`src/rtl/tomasulo_pkg.sv`:
```
// +--------------------------------------------------------------------+
// | tomasulo_pkg: opcode constants, idle word and instruction classes. |
// | Rev 1.0                                                            |
// +--------------------------------------------------------------------+
`default_nettype none

package tomasulo_pkg;

  localparam logic [6:0]  OP_RTYPE   = 7'b0110011;
  localparam logic [6:0]  OP_ITYPE   = 7'b0010011;
  localparam logic [6:0]  OP_LOAD    = 7'b0000011;
  localparam logic [6:0]  OP_STORE   = 7'b0100011;
  localparam logic [6:0]  FUNCT7_MUL = 7'b0000001;
  localparam logic [31:0] IDLE_INSTR = 32'h0000_0000;

  typedef enum logic [1:0] {
    CLS_ADD     = 2'd0,
    CLS_MUL     = 2'd1,
    CLS_ILLEGAL = 2'd2
  } instr_class_t;

endpackage

`default_nettype wire

```
`src/rtl/instr_classify.sv`:
```
// +--------------------------------------------------------------------+
// | instr_classify: maps an instruction word to ADD / MUL / ILLEGAL.   |
// | Rev 1.0                                                            |
// +--------------------------------------------------------------------+
`default_nettype none

module instr_classify
  import tomasulo_pkg::*;
#(
  parameter int IW = 32
) (
  input  logic [IW-1:0] word,
  output instr_class_t  cls
);

  always_comb begin
    cls = CLS_ILLEGAL;
    casez (word[31:0])
      {FUNCT7_MUL, 18'b?, OP_RTYPE}: cls = CLS_MUL;
      {25'b?, OP_RTYPE}:             cls = CLS_ADD;
      {25'b?, OP_ITYPE}:             cls = CLS_ADD;
      {25'b?, OP_LOAD}:              cls = CLS_ADD;
      {25'b?, OP_STORE}:             cls = CLS_ADD;
      default:                       cls = CLS_ILLEGAL;
    endcase
  end

endmodule

`default_nettype wire

```
`src/rtl/instr_issue_queue.sv`:
```
// +--------------------------------------------------------------------+
// | instr_issue_queue: in-order issue buffer gated by RS free flags.   |
// | Optional ISSUE_STATS_EN adds stall / per-class issue counters.     |
// | Rev 1.0                                                            |
// +--------------------------------------------------------------------+
`default_nettype none

module instr_issue_queue
  import tomasulo_pkg::*;
#(
  parameter int DEPTH = 8,
  parameter int IW    = 32,
  parameter int CW    = $clog2(DEPTH + 1)
) (
  input  logic          clk,
  input  logic          reset,
  input  logic          push,
  input  logic [IW-1:0] push_instr,
  output logic          full,
  output logic [CW-1:0] count,
  input  logic          add_rs_free,
  input  logic          mul_rs_free,
  output logic [IW-1:0] instr,
  output logic          issue_valid,
`ifdef ISSUE_STATS_EN
  output logic [31:0]   stall_cycles,
  output logic [31:0]   issued_add,
  output logic [31:0]   issued_mul,
`endif
  output logic          illegal
);

  localparam int            PW      = $clog2(DEPTH);
  localparam logic [CW-1:0] C_DEPTH = CW'(DEPTH);
  localparam logic [IW-1:0] C_IDLE  = IW'(IDLE_INSTR);

  logic [IW-1:0] mem_q [DEPTH];
  logic [PW-1:0] head_q, head_d, tail_q, tail_d;
  logic [CW-1:0] count_q, count_d;
  logic [IW-1:0] instr_q, instr_d;
  logic          issue_valid_q, issue_valid_d;
  logic          illegal_q, illegal_d;
  logic          add_hold_q, add_hold_d, mul_hold_q, mul_hold_d;

  logic [IW-1:0] head_word;
  instr_class_t  head_cls;
  logic          nonempty, do_issue, do_drop, do_pop, do_push;

  assign head_word = mem_q[head_q];

  instr_classify #(.IW(IW)) u_classify (
    .word (head_word),
    .cls  (head_cls)
  );

  always_comb begin
    nonempty = (count_q != '0);
    do_issue = nonempty &&
               ((head_cls == CLS_ADD && add_rs_free && !add_hold_q) ||
                (head_cls == CLS_MUL && mul_rs_free && !mul_hold_q));
    do_drop  = nonempty && (head_cls == CLS_ILLEGAL);
    do_pop   = do_issue || do_drop;
    // A full queue still takes a push when the head leaves this cycle.
    do_push  = push && ((count_q != C_DEPTH) || do_pop);

    head_d = do_pop  ? head_q + 1'b1 : head_q;
    tail_d = do_push ? tail_q + 1'b1 : tail_q;
    case ({do_push, do_pop})
      2'b10:   count_d = count_q + 1'b1;
      2'b01:   count_d = count_q - 1'b1;
      default: count_d = count_q;
    endcase

    instr_d       = do_issue ? head_word : C_IDLE;
    issue_valid_d = do_issue;
    illegal_d     = do_drop;
    // RS free flags lag one cycle, so block the same class right after issue.
    add_hold_d    = do_issue && (head_cls == CLS_ADD);
    mul_hold_d    = do_issue && (head_cls == CLS_MUL);
  end

  always_ff @(posedge clk) begin
    if (do_push) mem_q[tail_q] <= push_instr;
  end

  always_ff @(posedge clk or negedge reset) begin
    if (!reset) begin
      head_q        <= '0;
      tail_q        <= '0;
      count_q       <= '0;
      instr_q       <= C_IDLE;
      issue_valid_q <= 1'b0;
      illegal_q     <= 1'b0;
      add_hold_q    <= 1'b0;
      mul_hold_q    <= 1'b0;
    end else begin
      head_q        <= head_d;
      tail_q        <= tail_d;
      count_q       <= count_d;
      instr_q       <= instr_d;
      issue_valid_q <= issue_valid_d;
      illegal_q     <= illegal_d;
      add_hold_q    <= add_hold_d;
      mul_hold_q    <= mul_hold_d;
    end
  end

  assign full        = (count_q == C_DEPTH);
  assign count       = count_q;
  assign instr       = instr_q;
  assign issue_valid = issue_valid_q;
  assign illegal     = illegal_q;

`ifdef ISSUE_STATS_EN
  logic [31:0] stall_q, stall_d, add_cnt_q, add_cnt_d, mul_cnt_q, mul_cnt_d;

  always_comb begin
    stall_d   = stall_q;
    add_cnt_d = add_cnt_q;
    mul_cnt_d = mul_cnt_q;
    if (nonempty && !do_pop && stall_q != '1)
      stall_d = stall_q + 32'd1;
    if (do_issue && head_cls == CLS_ADD && add_cnt_q != '1)
      add_cnt_d = add_cnt_q + 32'd1;
    if (do_issue && head_cls == CLS_MUL && mul_cnt_q != '1)
      mul_cnt_d = mul_cnt_q + 32'd1;
  end

  always_ff @(posedge clk or negedge reset) begin
    if (!reset) begin
      stall_q   <= '0;
      add_cnt_q <= '0;
      mul_cnt_q <= '0;
    end else begin
      stall_q   <= stall_d;
      add_cnt_q <= add_cnt_d;
      mul_cnt_q <= mul_cnt_d;
    end
  end

  assign stall_cycles = stall_q;
  assign issued_add   = add_cnt_q;
  assign issued_mul   = mul_cnt_q;
`endif

endmodule

`default_nettype wire

```
`config.mk`:
```
export PLATFORM = sky130hd
export DESIGN_NAME = instr_issue_queue
export DESIGN_NICKNAME = d
export VERILOG_FILES = /design/src/rtl/tomasulo_pkg.sv /design/src/rtl/instr_classify.sv /design/src/rtl/instr_issue_queue.sv
export SDC_FILE = /design/constraint.sdc
export NUM_CORES = 1
export LEC_CHECK = 0
export BUFFER_PORTS_ARGS = -buffer_cell sky130_fd_sc_hd__buf_2
export CORE_MARGIN = 2
export CORE_UTILIZATION = 50
export DETAILED_ROUTE_END_ITERATION = 10
export PLACE_DENSITY = 0.67
export SKIP_LAST_GASP = 1
export SLEW_MARGIN = 20
export SYNTH_ARGS = -nofsm -noshare
export SYNTH_HDL_FRONTEND = slang
export SYNTH_HIERARCHICAL = 1
export SYNTH_SLANG_ARGS = --single-unit
export TNS_END_PERCENT = 50
```
`constraint.sdc`:
```
create_clock -name clk -period 6.28 [get_ports clk]
set_input_delay 1.256 -clock clk [delete_from_list [all_inputs] [get_ports clk]]
set_output_delay 1.256 -clock clk [all_outputs]
set_load 0.005 [all_outputs]
```
==> flow_summary.ini <==
[run_status]
outcome = finished clean

[final_layout]
fill_cells = 1655
fin_nets = 670
final_layout_size_suffix_gt1_share_pct = 37.8
seq_area_um2 = 8840
area_growth_pct = 14.9
multi_input_area_um2 = 2640
final_area_um2 = 13400

[global_route]
grt_overflow_total = 0
grt_first_pass_wirelength_um = 33900
grt_max_degree = 47
grt_pass1_vias = 5770
grtUsageTotal_pct = 18.8
antenna_found_initial = 1

[route]
drtPass1Iterations = 4
routed-wl-met2_um = 10900
remaining_drc_errors = 0
vias = 5327
top_layer = met4
viasPerCell = 5.69
wirelength_met1_um = 9650
drt-initial-drc-count = 520
wl_met3_um = 1420
final_antenna_net_count = 0
finalWirelength_um = 22300
post_drt_wl_per_cell_um = 23.8

[clock_tree]
cts_root_buf = clkbuf_16
cts_tree = done
path_clk_slew_ps = 60
cts_buffers = 30
cts_sinks = 302
post_cts_buffers = 0
cts.htree.levels = 1
post_cts_resized = 0
cts_buffer_depth = 3
hold_buffers = 0
worstSkewPairLatency_ps = 550

[critical_path]
cp_max_fo = 38
worstPathRequired_ps = 6710
crit_slowest_cell = dfrtp_4
critPathMostFrequentCell = ha_1
critical_path_class = register to register
rr_worst_depth = 14
crit_start = head_q[0]
end_kind = register
path_cells = mux4_2, mux2_4, or4_4, nor4_2, nor2_1, a22oi_2, nand2_1, inv_1, ha_1, ha_1, a21o_1, a2111oi_0, a41oi_1, a311o_1
r2r-start = head_q[0]
cp-start-kind = register
critical_path.max_stage_delay_ps = 920
cp.arrival_ps = 5780

[die]
die_y_um = 156
core_um2 = 22700
io_pins = 76
rows = 55
die_x_um = 156
die_area_um2 = 24500
start_util_pct = 51.2

[logic_synthesis]
synth_area_leaders = edfxtp_1 66%, mux4_2 12%, dfrtp_1 9.9%
yosys.area.top_type = edfxtp_1
syn_avg_cell_area_um2 = 22.1
ys_seq_elements = 302
synth_seq_area_share_pct = 76.0
yosysUniqueCellTypes = 43
synth_top_area_share_pct = 66.1
syn_nets = 569
syn_inst = 526
netlist_area_um2 = 11600
synth_warnings = 6

[power_and_ir_drop]
max-vdd-ir-drop_v = 0.000288
finalPower_mw = 5.98
p_leak_nw = 4.91
cellPowerDensity_nw_per_um2 = 448

[timing]
fmax_mhz = 187
skew_ps = 13.7
setup_viol = 0
finalHoldViolCount = 0
worst-slew-pin-transition_ps = 993
layout_min_cycle_time_ps = 5350
drv_slew = 0
setup_tns_ps = 0
rsz0062_at_grt = no
fin_crit_sh_pct = 85.3
relSlewSlack_pct = 33.8

[placed_design]
dpl.hpwl_um = 13000
io_buffers = 75
place_area_um2 = 12400
gp_congestion = 0.766

[hold_path]
hp-start = tail_q[2]
hold_class = register to register
whs_path_depth = 1

[job]
cap_viol_max_count = 0
-- sequential cells by signal, indices dropped and copies added (netlist names) --
name	flops
add_hold_q	1
count	4
head_q	3
illegal	1
instr	32
issue_valid	1
mem_q	256
mul_hold_q	1
tail_q	3
-- final timing paths --
check	end	slack, ps
hold reg to reg	tail_q[2]	510
setup / recovery	count[3]	930
min in group asynchronous	instr[22]	840
max in group asynchronous	head_q[0]	4920
setup reg to reg	count[3]	930
hold / removal	tail_q[2]	510
-- synth_stat cells --
library cell	number
buf_2	9
a21o_1	1
a41oi_1	1
a21oi_1	2
buf_8	1
nand3b_1	4
nand3_1	3
mux2_2	4
mux2_1	2
xor2_1	1
nor4_2	1
mux2_4	28
mux2i_1	1
xnor2_1	5
and3_1	33
a22oi_2	1
or3_1	1
or4b_1	1
clkbuf_1	9
ha_1	5
or3b_1	1
nand2b_1	1
nor2_1	9
o21bai_1	1
nand2_1	6
or4_4	1
inv_1	9
o21ai_0	2
buf_6	2
o211ai_1	1
fa_1	1
a2111oi_0	1
buf_12	3
nor4b_1	1
o21ai_1	2
a311o_1	1
edfxtp_1	256
dfrtp_1	46
or3b_2	1
mux4_1	2
mux4_2	62
nor4_1	1
nor3_1	3
-- where the power goes --
part | switching (mW) | internal (mW) | leakage (nW)
clock network | 0.717 | 1.02 | 0.464
registers | 0.252 | 2.49 | 2.94
logic | 0.663 | 0.844 | 1.51
-- cells in the final DEF, fill, tap and decap left out, types with 4 or more instances in the layout --
master and instances:
and3_1 33, buf_2 75, buf_4 17, clkbuf_1 10, clkbuf_16 30, clkinv_1 4, clkinv_2 5, dfrtp_1 43
edfxtp_1 256, ha_1 5, inv_1 9, mux2_2 4, mux2_4 28, mux4_2 62, nand2_1 6, nand3b_1 4
nor2_4 6, xnor2_1 5
-- worst max-delay path, delay by kind of cell (launching register included) --
family	cells	cell delay (ps)
and+or+nand+nor	4	1430
AOI/OAI and AO/OA	5	1430
DFF	1	920
muxes	2	880
adders and majority gates	2	480
buffers and inverters	1	90
-- cell type report --
cell class	count	share of cell area, %
well taps	285	2.67
flip-flops and latches	302	66.2
inverters	9	0.253
repair buffers	93	3.91
multi-input cells	191	19.7
clock buffers	41	6.00
clock inverters	15	1.21
diodes	1	0.0187
-- cell families (layout without fill, tap and decap cells) --
family	Yosys count	after routing	synth area share [%]
other cells	0	1	0
compound gates	13	13	0.797
flops	302	302	76.0
fa+ha+maj	6	6	0.710
mux	99	99	16.7
buf+inv	33	158	1.81
simple gates	67	67	3.45
xor+xnor	6	6	0.452
-- metrics by stage --
stage / worst slack [ps] / std cells / util, % / hold WS, ps
3_3_place_gp: 1070 / 880 / 54.6 / 492
6_report: 926 / 937 / 58.8 / 515
2_1_floorplan: 618 / 526 / - / 459
3_5_place_dp: 936 / 880 / 54.6 / 498
5_1_grt: 549 / 936 / 58.8 / 533
4_1_cts: 917 / 936 / 58.8 / 511
-- layer usage --
| layer | vias to the layer above | GRT usage [%] |
|---|---|---|
| met4 | 0 | 4.59 |
| met3 | 23 | 3.30 |
| met5 | - | 0 |
| met1 | 2802 | 26.7 |
| li1 | 2360 | - |
| met2 | 142 | 30.8 |
No activity file was read; power rests on OpenSTA's default activity.
